<file path="config.mk">
export PLATFORM = sky130hd
export DESIGN_NAME = cordic_sweep_ctrl_flat
export DESIGN_NICKNAME = d
export VERILOG_FILES = /design/src/rtl/cordic_sweep_if.sv /design/src/rtl/cordic_sweep_ctrl.sv /design/src/flat_wrapper.sv
export SDC_FILE = /design/constraint.sdc
export NUM_CORES = 1
export LEC_CHECK = 0
export CAP_MARGIN = 5
export CORE_MARGIN = 1.5
export CORE_UTILIZATION = 45
export CTS_CLUSTER_DIAMETER = 80
export CTS_CLUSTER_SIZE = 30
export DETAILED_ROUTE_END_ITERATION = 6
export DONT_BUFFER_PORTS = 1
export PLACE_DENSITY = 0.69
export SYNTH_ARGS = -nofsm -noshare
export SYNTH_HDL_FRONTEND = slang
export SYNTH_SLANG_ARGS = --single-unit
</file>
<file path="constraint.sdc">
create_clock -name clk -period 7.55 [get_ports clk]
set_input_delay 0 -clock clk [delete_from_list [all_inputs] [get_ports clk]]
set_output_delay 0 -clock clk [all_outputs]
set_load 0.02 [all_outputs]
</file>
<file path="src/rtl/cordic_sweep_if.sv">
`default_nettype none
// ============================================================================
//  Module   : cordic_sweep_if
//  Brief    : Control/status bundle between the register block and the sweep
//             scheduler that feeds the CORDIC step generator.
//  Revision : 1.0
// ============================================================================
interface cordic_sweep_if #(
    parameter int STEP_W  = 32,
    parameter int DWELL_W = 16
);
    logic               start;
    logic               abort;
    logic [1:0]         mode;
    logic [STEP_W-1:0]  step_start;
    logic [STEP_W-1:0]  step_stop;
    logic [STEP_W-1:0]  step_inc;
    logic [DWELL_W-1:0] dwell;
    logic [STEP_W-1:0]  step;
    logic               step_valid;
    logic               busy;
    logic               done;
    logic               dir;

    modport master (
        output start, abort, mode, step_start, step_stop, step_inc, dwell,
        input  step, step_valid, busy, done, dir
    );

    modport slave (
        input  start, abort, mode, step_start, step_stop, step_inc, dwell,
        output step, step_valid, busy, done, dir
    );
endinterface

`default_nettype wire

</file>
<file path="src/rtl/cordic_sweep_ctrl.sv">
`default_nettype none
// ============================================================================
//  Module   : cordic_sweep_ctrl
//  Brief    : Staircase frequency-sweep scheduler (single / repeat / up-down)
//             driving the phase-increment word of the CORDIC step generator.
//  Revision : 1.0
// ============================================================================
module cordic_sweep_ctrl #(
    parameter int STEP_W  = 32,
    parameter int DWELL_W = 16
) (
    input  wire logic           clk,
    input  wire logic           rst,
    cordic_sweep_if.slave       sw
);
    localparam logic [DWELL_W-1:0] c_DWELL_ONE = {{(DWELL_W-1){1'b0}}, 1'b1};
    localparam logic [1:0]         c_MODE_REP  = 2'd1;
    localparam logic [1:0]         c_MODE_UD   = 2'd2;

    typedef enum logic [0:0] {
        S_IDLE = 1'b0,
        S_RUN  = 1'b1
    } state_t;

    state_t             r_state, w_state;
    logic [STEP_W-1:0]  r_step, w_step;
    logic               r_valid, w_valid;
    logic               r_done, w_done;
    logic               r_dir, w_dir;
    logic               r_fwd, w_fwd;
    logic [DWELL_W-1:0] r_cnt, w_cnt;
    logic [STEP_W-1:0]  r_cfg_start, w_cfg_start;
    logic [STEP_W-1:0]  r_cfg_stop, w_cfg_stop;
    logic [STEP_W-1:0]  r_cfg_inc, w_cfg_inc;
    logic [DWELL_W-1:0] r_cfg_dwell, w_cfg_dwell;
    logic [1:0]         r_cfg_mode, w_cfg_mode;
    logic [STEP_W-1:0]  w_target;
    logic [STEP_W-1:0]  w_rev_target;

    // One stride toward tgt, clamped so the word never passes or wraps past it.
    function automatic logic [STEP_W-1:0] f_stride(
        input logic [STEP_W-1:0] cur,
        input logic [STEP_W-1:0] inc,
        input logic [STEP_W-1:0] tgt,
        input logic              down
    );
        logic [STEP_W:0] v;
        if (!down) begin
            v = {1'b0, cur} + {1'b0, inc};
            if (v > {1'b0, tgt}) v = {1'b0, tgt};
        end else begin
            v = {1'b0, cur} - {1'b0, inc};
            if (v[STEP_W] || (v < {1'b0, tgt})) v = {1'b0, tgt};
        end
        return v[STEP_W-1:0];
    endfunction

    // r_fwd marks the start->stop segment; up-down flips it at each endpoint.
    assign w_target     = r_fwd ? r_cfg_stop  : r_cfg_start;
    assign w_rev_target = r_fwd ? r_cfg_start : r_cfg_stop;

    always_ff @(posedge clk or posedge rst) begin
        if (rst) begin
            r_state     <= S_IDLE;
            r_step      <= '0;
            r_valid     <= 1'b0;
            r_done      <= 1'b0;
            r_dir       <= 1'b0;
            r_fwd       <= 1'b1;
            r_cnt       <= '0;
            r_cfg_start <= '0;
            r_cfg_stop  <= '0;
            r_cfg_inc   <= '0;
            r_cfg_dwell <= '0;
            r_cfg_mode  <= '0;
        end else begin
            r_state     <= w_state;
            r_step      <= w_step;
            r_valid     <= w_valid;
            r_done      <= w_done;
            r_dir       <= w_dir;
            r_fwd       <= w_fwd;
            r_cnt       <= w_cnt;
            r_cfg_start <= w_cfg_start;
            r_cfg_stop  <= w_cfg_stop;
            r_cfg_inc   <= w_cfg_inc;
            r_cfg_dwell <= w_cfg_dwell;
            r_cfg_mode  <= w_cfg_mode;
        end
    end

    always_comb begin
        w_state     = r_state;
        w_step      = r_step;
        w_valid     = 1'b0;
        w_done      = 1'b0;
        w_dir       = r_dir;
        w_fwd       = r_fwd;
        w_cnt       = r_cnt;
        w_cfg_start = r_cfg_start;
        w_cfg_stop  = r_cfg_stop;
        w_cfg_inc   = r_cfg_inc;
        w_cfg_dwell = r_cfg_dwell;
        w_cfg_mode  = r_cfg_mode;

        case (r_state)
            S_IDLE: begin
                if (sw.start && !sw.abort) begin
                    w_cfg_start = sw.step_start;
                    w_cfg_stop  = sw.step_stop;
                    w_cfg_inc   = sw.step_inc;
                    w_cfg_dwell = sw.dwell;
                    w_cfg_mode  = sw.mode;
                    w_step      = sw.step_start;
                    w_valid     = 1'b1;
                    w_dir       = (sw.step_stop < sw.step_start);
                    w_fwd       = 1'b1;
                    w_cnt       = sw.dwell;
                    w_state     = S_RUN;
                end
            end
            S_RUN: begin
                if (sw.abort) begin
                    w_state = S_IDLE;
                end else if (r_cnt != '0) begin
                    w_cnt = r_cnt - c_DWELL_ONE;
                end else begin
                    w_cnt = r_cfg_dwell;
                    // A zero stride ends the segment at once, except in up-down
                    // where it freezes on the start value without toggling.
                    if ((r_step == w_target) ||
                        ((r_cfg_inc == '0) && (r_cfg_mode != c_MODE_UD))) begin
                        case (r_cfg_mode)
                            c_MODE_REP: begin
                                w_step  = r_cfg_start;
                                w_valid = 1'b1;
                            end
                            c_MODE_UD: begin
                                w_dir   = !r_dir;
                                w_fwd   = !r_fwd;
                                w_step  = f_stride(r_step, r_cfg_inc, w_rev_target, !r_dir);
                                w_valid = 1'b1;
                            end
                            default: begin
                                w_state = S_IDLE;
                                w_done  = 1'b1;
                            end
                        endcase
                    end else if (r_cfg_inc != '0) begin
                        w_step  = f_stride(r_step, r_cfg_inc, w_target, r_dir);
                        w_valid = 1'b1;
                    end
                end
            end
            default: begin
                w_state = S_IDLE;
            end
        endcase
    end

    assign sw.step       = r_step;
    assign sw.step_valid = r_valid;
    assign sw.done       = r_done;
    assign sw.dir        = r_dir;
    assign sw.busy       = (r_state == S_RUN);

endmodule

`default_nettype wire

</file>
<file path="src/flat_wrapper.sv">
// flat-port wrapper written by rule: the top's interface ports become plain ports
module cordic_sweep_ctrl_flat 
#(
    parameter int STEP_W  = 32,
    parameter int DWELL_W = 16
)
  (clk, rst, sw_start, sw_abort, sw_mode, sw_step_start, sw_step_stop, sw_step_inc, sw_dwell, sw_step, sw_step_valid, sw_busy, sw_done, sw_dir);
  cordic_sweep_if #(.STEP_W(STEP_W), .DWELL_W(DWELL_W)) sw_i ();
  input  wire logic clk;
  input  wire logic rst;
  input wire logic [$bits(sw_i.start)-1:0] sw_start;
  input wire logic [$bits(sw_i.abort)-1:0] sw_abort;
  input wire logic [$bits(sw_i.mode)-1:0] sw_mode;
  input wire logic [$bits(sw_i.step_start)-1:0] sw_step_start;
  input wire logic [$bits(sw_i.step_stop)-1:0] sw_step_stop;
  input wire logic [$bits(sw_i.step_inc)-1:0] sw_step_inc;
  input wire logic [$bits(sw_i.dwell)-1:0] sw_dwell;
  output wire logic [$bits(sw_i.step)-1:0] sw_step;
  output wire logic [$bits(sw_i.step_valid)-1:0] sw_step_valid;
  output wire logic [$bits(sw_i.busy)-1:0] sw_busy;
  output wire logic [$bits(sw_i.done)-1:0] sw_done;
  output wire logic [$bits(sw_i.dir)-1:0] sw_dir;
  assign sw_i.start = sw_start;
  assign sw_i.abort = sw_abort;
  assign sw_i.mode = sw_mode;
  assign sw_i.step_start = sw_step_start;
  assign sw_i.step_stop = sw_step_stop;
  assign sw_i.step_inc = sw_step_inc;
  assign sw_i.dwell = sw_dwell;
  assign sw_step = sw_i.step;
  assign sw_step_valid = sw_i.step_valid;
  assign sw_busy = sw_i.busy;
  assign sw_done = sw_i.done;
  assign sw_dir = sw_i.dir;
  cordic_sweep_ctrl #(.STEP_W(STEP_W), .DWELL_W(DWELL_W)) u_core (.clk(clk), .rst(rst), .sw(sw_i));
endmodule
</file>
## Word level (Yosys, flattened, before mapping)

Index checks and enable logic that the tools add are counted.

- Bitwise logic cells: 1
- Mux-type cells: 47
- Add/sub/neg operators: 3
- Equality and inequality tests: 11
- $lt $le $gt $ge: 5
- Reductions and logical operators: 16

Operators by type and width:

| operator | count |
|---|---|
| $mux 32 | 13 |
| $pmux 32 s2 | 2 |
| $gt 33x32->1 | 2 |
| $lt 33x32->1 | 2 |
| $mux 16 | 3 |
| $add 32x32->33 | 1 |
| $sub 32x32->33 | 1 |
| $eq 32x32->1 | 1 |
| $logic_not 32->1 | 1 |
| $lt 32x32->1 | 1 |
| $pmux 16 s2 | 1 |
| $reduce_bool 32->1 | 1 |
| $mux 1 | 24 |
| $reduce_bool 16->1 | 1 |
| $sub 16x1->16 const B | 1 |
| $ne 2x2->1 const B | 5 |
| $reduce_and 5->1 | 2 |
| $pmux 1 s2 | 4 |
| $ne 4x4->1 const B | 1 |
| $reduce_and 2->1 | 2 |
| $logic_not 1->1 | 3 |
| $logic_or 1x1->1 | 3 |
| $ne 3x3->1 const B | 1 |
| $eq 2x1->1 const B | 1 |
| 5 further kinds | 6 |

- Logic and storage cells: 95
- Output and inout bits: 36
- Bits of input ports: 118
- Register bits after elaboration: 167

## Depth between registers and ports, before layout

- Depth in word-level cells: 10
- Depth in mapped cells: 24
- Mapped depth without buffers: 22

## Worst setup path after synthesis

Ideal clock, no wire load.

- Path type: register to register
- From: register u_core.r_step[0], in the netlist u_core.sw.step[0]
- To: register u_core.r_step[18], in the netlist u_core.sw.step[18]
- Arrival time: 5,121 ps
- Slack: 2,311 ps
- Clock period less this slack: 5,239 ps
- Buffers on the path: 2
- Data required time: 7,432 ps
- Stages on the path, launching flop included: 23
- Library setup time: 118 ps
- Cell sequence: dfrtp_1 -> ha_1 -> fa_1 -> nor2b_1 -> o311a_1 -> a2bb2oi_2 -> nand2_1 -> a211oi_1 -> or4_1 -> and3_1 -> ha_1 -> and3_1 -> nand4_1 -> or4_1 -> o21ai_0 -> a31oi_1 -> a211oi_2 -> buf_4 -> buf_6 -> nand2_1 -> o211ai_1 -> o311ai_0 -> a21o_1

- Word-level cells in the longest chain between the ends: 10
- Elaborated cells between the ends (all ways): 25
- Classes of those cells: add/sub: 2; order compare: 4; eq/ne: 3; mux: 12; reduce/logical: 4

Ends and longest elaborated chain:

| item | line | RTL |
|---|---|---|
| from (decl) | cordic_sweep_ctrl.sv:26 | `logic [STEP_W-1:0] r_step, w_step;` |
| from (signal assigned) | cordic_sweep_ctrl.sv:78 | `r_step <= w_step;` |
| $sub 32x32->33 | cordic_sweep_ctrl.sv:52 | `v = {1'b0, cur} - {1'b0, inc};` |
| $lt 33x32->1 | cordic_sweep_ctrl.sv:53 | `if (v[STEP_W] \|\| (v < {1'b0, tgt})) v = {1'b0, tgt};` |
| $logic_or 1x1->1 | cordic_sweep_ctrl.sv:53 |  |
| $mux 32 | cordic_sweep_ctrl.sv:53 |  |
| $mux 32 | cordic_sweep_ctrl.sv:48 | `if (!down) begin` |
| $pmux 32 s2 / $mux 32 (equally long branches) | cordic_sweep_ctrl.sv:133, cordic_sweep_ctrl.sv:149 |  |
| $mux 32 | cordic_sweep_ctrl.sv:131 | `if ((r_step == w_target) \|\|` |
| $mux 32 | cordic_sweep_ctrl.sv:125 | `end else if (r_cnt != '0) begin` |
| $mux 32 | cordic_sweep_ctrl.sv:123 | `if (sw.abort) begin` |
| $pmux 32 s2 | cordic_sweep_ctrl.sv:106 | `case (r_state)` |

Several ways; a longest one is shown, not always the timed one. The select of a mux whose other input is x is not followed.
A chain may end at the register's enable or synchronous reset.

## Worst setup path in the final report

- From: register u_core.r_step[0], in the netlist u_core.sw.step[0]
- To: register u_core.r_step[31], in the netlist u_core.sw.step[31]

Same word-level chain as after synthesis.

==> results.md <==
- Run status: complete, but fails checks
- Violations in the final reports: DRC, hold timing
- Sequential-to-total area share from yosys stat: a little under a quarter
- Clock network fraction of total power: roughly an eighth
- Cell type with the largest total area after synthesis: sky130_fd_sc_hd__dfrtp_1
- Finish-stage setup viols: 0
- Total count of max-transition violations in the final report: 0
- Count of unresolved DRC violations after routing: 1
- Total congestion overflow: 0
- Via count of the first global-routing pass: 17,900
- Total Neg Setup Slack: 0 ns
- Number of gates given a new drive strength after cts: 0
- Transition time at the pin with the least slew margin: 1.25 ns
- Switching share of power: approximately 55%
- Mean number of vias per cell: roughly 6.5
- Wire length per cell after detailed routing: ~27 um
- Gpl congestion: 0.985
- Number of vias in the routed layout: approximately 19,000
- Sort of element at the end of the critical path: flip-flop
- Post-synthesis to final-layout area growth: 13.6%
- Number of rows created at floorplan: 72
- Ranking of synthesized cells by area: sky130_fd_sc_hd__dfrtp_1 23%, sky130_fd_sc_hd__ha_1 16%, sky130_fd_sc_hd__nand2_1 6.7%, sky130_fd_sc_hd__a21oi_1 5.0%, sky130_fd_sc_hd__mux2i_1 4.5%
- Total net switching power: approximately 4.3 mW
- Effective utilization at floorplan: 45.9%
- Nets: 2,669
- Fraction of layout cells with a size suffix above 1: approximately 6.7%
- Launching element type of the critical path: flip-flop
- Number of levels the H-tree was split into: 4
- Clock latency on the worst-skew pair: 0.52 ns
- Synth Warn #: 0
- Total GRT Usage: 38.0%
- Die width: 202 um
- Postcts setup bufs: 0
- Relative contribution of combinational cells to total power: a little under three quarters
- Kind of critical path: reg -> reg
- Setup Skew: 0.0190 ns
- Net count after synthesis: 2,587
- Data arrival at the endpoint of the critical path: 7.40 ns
- TritonCTS Buffers: 17
- Kind of path behind the tightest hold check: in -> async
- Top cells by instance count after synthesis: 317 x sky130_fd_sc_hd__nand2_1, 224 x sky130_fd_sc_hd__ha_1, 177 x sky130_fd_sc_hd__a21oi_1
- Part of the total power dissipated in sequential elements: 17.1%
- Maximum capacitance violations: 0
- Height of the die: 202 um
- Largest net degree at the start of global routing: 139
- IO Pins: 154
- Share of async-settable or async-resettable flops after synthesis: 100%
- TritonCTS clock tree: built
- Routed length on met3: 8810 um
- Max transition margin: 16.3%
- Total die area: between 40,000 and 50,000 um2
- Pre-CTS setup slack: 0.808 ns
- Worst Hold Margin: -0.00840 ns
- Critical path peak fanout: 10
- Dominant synthesized flop cell: sky130_fd_sc_hd__dfrtp_1
- Cell chain of the critical path: ha_1 > fa_1 > nor2b_1 > o311a_1 > a2bb2oi_2 > a21oi_4 > o31ai_2 > buf_4 > a21oi_1 > o31ai_1 > xnor2_1 > ha_1 > a211oi_1 > nand2_1 > nor3_1 > o41ai_1 > o311a_1 > a211o_1 > or3_1 > o32a_1 > a2111o_1 > nand2_1
- Syn avg cell area: 7.97 um2
- Routed wire length on met2: 32,600 um
- Maximum clock insertion buffer count: 2
- Peak per-stage delay on the critical path: 0.61 ns
- Area of the placeable core: 38,900 um2
- Root Driver: sky130_fd_sc_hd__clkbuf_16
- Most common cell in the synthesized netlist: sky130_fd_sc_hd__nand2_1
- Synthesized cell area: 17,900 um2
- Req. time, crit path: roughly 8.0 ns
- Total internal power: about 3.5 mW
- Detailed-routing wirelength on met1: 33,400 um
- Library cell contributing the largest single delay on the critical path: sky130_fd_sc_hd__xnor2_1
- Total length of routed wires: 78,200 um
- Violation count after the first detailed-route iteration: between 2,000 and 2,500
- Post-layout total power: ~7.7 mW
- Worst Setup Slack, final: 0.600 ns
- Count of flip-flops with a built-in enable after synthesis: 0
- Clock-pin slew on the worst setup and hold paths: 0.09 ns
- Portion of synthesized cell area occupied by the leading cell type: between 20% and 30%
- Post-Syn Instances: approximately 2,200
- Crit path time final: 6.95 ns
- Global-route wire length before repair: about 120,000 um
- IO Port Bufs: 0
- Final Hold Violating Endpoints: 4
- CTS Hold Buffers Added: 122
- Synthesized flop and latch total: 167
- Highest Signal Layer: met5
- CTS Sinks: 167
- RSZ-0062 raised after global routing: no
- Leakage dissipation: between 9 and 10 nW
- Drt first pass iters: 7
- Worst IR drop on VDD: approximately 0.29 mV
- Fin crit share: 92.0%
- Hpwl dp: between 50,000 and 60,000 um
- Initial antenna violation count: 6
- Cell area power density: about 380 nW/um2
- Library cells used by synthesis: 92
- Peak clock frequency supported by timing: 144 MHz
- Number of nets still failing antenna checks after routing: 0
-- cell usage in the layout (no fill, tap or decap), types with 10 or more instances in the layout --
cell type                       count
sky130_fd_sc_hd__a211oi_1          43
sky130_fd_sc_hd__a21o_1            45
sky130_fd_sc_hd__a21oi_1          177
sky130_fd_sc_hd__a22oi_1           28
sky130_fd_sc_hd__a31oi_1           10
sky130_fd_sc_hd__and3_1            10
sky130_fd_sc_hd__buf_4             53
sky130_fd_sc_hd__clkbuf_16         17
sky130_fd_sc_hd__dfrtp_1          166
sky130_fd_sc_hd__dlygate4sd3_1    122
sky130_fd_sc_hd__ha_1             224
sky130_fd_sc_hd__inv_1            137
sky130_fd_sc_hd__mux2i_1           80
sky130_fd_sc_hd__mux2i_2           21
sky130_fd_sc_hd__nand2_1          317
sky130_fd_sc_hd__nand2b_1          33
sky130_fd_sc_hd__nand3_1           39
sky130_fd_sc_hd__nand4_1           28
sky130_fd_sc_hd__nor2_1           119
sky130_fd_sc_hd__nor2b_1           19
sky130_fd_sc_hd__nor3_1            45
sky130_fd_sc_hd__nor4_1            27
sky130_fd_sc_hd__o211ai_1          28
sky130_fd_sc_hd__o21ai_0          152
sky130_fd_sc_hd__o21ai_1           10
sky130_fd_sc_hd__o21bai_1          13
sky130_fd_sc_hd__o221ai_1          20
sky130_fd_sc_hd__o22a_1            13
sky130_fd_sc_hd__o22ai_1           26
sky130_fd_sc_hd__o31ai_1           23
sky130_fd_sc_hd__or3_1             11
sky130_fd_sc_hd__xnor2_1           83
-- logic make-up after synthesis --
| kind of cell | count (synthesis) | share of synthesized area (%) |
|---|---|---|
| AOI/OAI and AO/OA | 689 | 25.2 |
| DFF | 167 | 23.4 |
| adders and majority gates | 226 | 15.9 |
| muxes | 114 | 7.00 |
| buffers and inverters | 258 | 5.93 |
| xor gates and xnor gates | 91 | 4.46 |
| and+or+nand+nor | 698 | 18.1 |
-- layer usage --
layer	vias to the layer above	global-route usage, %
met5	-	0
met4	4	15.8
met3	189	9.92
met2	1196	55.4
met1	8857	52.9
li1	8354	-
-- critical path, delay by kind of cell, from the launching register on --
kind | cells | cell delay, ns
adders and majority gates | 3 | 1.15
AOI/OAI and AO/OA | 12 | 3.29
DFF | 1 | 0.52
and+or+nand+nor | 5 | 1.08
xor gates and xnor gates | 1 | 0.61
buffers and inverters | 1 | 0.21
-- through the flow --
| step | util [%] | std cells | area, um2 | hold WS, ns |
|---|---|---|---|---|
| floorplan | - | 2243 | 17900 | 0.105 |
| finish | 52.2 | 2860 | 20300 | -0.00840 |
| CTS | 52.2 | 2856 | 20300 | 0.00470 |
| detailed placement | 47.6 | 2702 | 18500 | -0.0757 |
| global placement | 47.6 | 2702 | 18500 | -0.0877 |
| global route | 52.2 | 2858 | 20300 | 0.0383 |
-- power groups by stage --
stage          logic [mW]  clock network (mW)  registers [mW]
6_report             5.50               0.919            1.33
5_1_grt              5.87               0.963            1.34
4_1_cts              5.31               0.931            1.31
3_5_place_dp         5.21                   0            1.33
3_3_place_gp         5.18                   0            1.32
2_1_floorplan        3.57                   0            1.23
-- registers in the layout (all words and copies together), names as in the netlist, 2 cells and up --
name                count
u_core.r_cnt           16
u_core.r_cfg_stop      32
u_core.r_cfg_start     32
u_core.r_cfg_dwell     16
u_core.r_cfg_mode       2
u_core.r_cfg_inc       32
u_core.sw.step         32
-- worst paths after layout --
| check | start | to | slack [ns] | cells after the start |
|---|---|---|---|---|
| min in group clk | sw_abort | u_core.r_cnt[8]$_DFFE_PP0P_ | 0.05 | 3 |
| max reg2reg | u_core.sw.step[0]$_DFFE_PP0P_ | u_core.sw.step[31]$_DFFE_PP0P_ | 0.60 | 22 |
| min reg2reg | u_core.r_cfg_dwell[6]$_DFFE_PP0P_ | u_core.r_cfg_dwell[6]$_DFFE_PP0P_ | 0.48 | 2 |
| max | u_core.sw.step[0]$_DFFE_PP0P_ | u_core.sw.step[31]$_DFFE_PP0P_ | 0.60 | 22 |
| min | rst | u_core.r_cfg_stop[4]$_DFFE_PP0P_ | -0.008 | 2 |
| max in group asynchronous | rst | u_core.r_cfg_inc[25]$_DFFE_PP0P_ | 5.47 | 4 |
-- final cells by class --
type                    count  area [um2]
repair buffers            177        1660
well taps                 518         648
clock inverters            13         128
multi-input cells        1818       12700
fillers                  3729       18600
diodes                      4        10.0
inverters                 144         546
clock buffers              19         443
flip-flops and latches    167        4180
No activity file was read; power rests on OpenSTA's default activity.
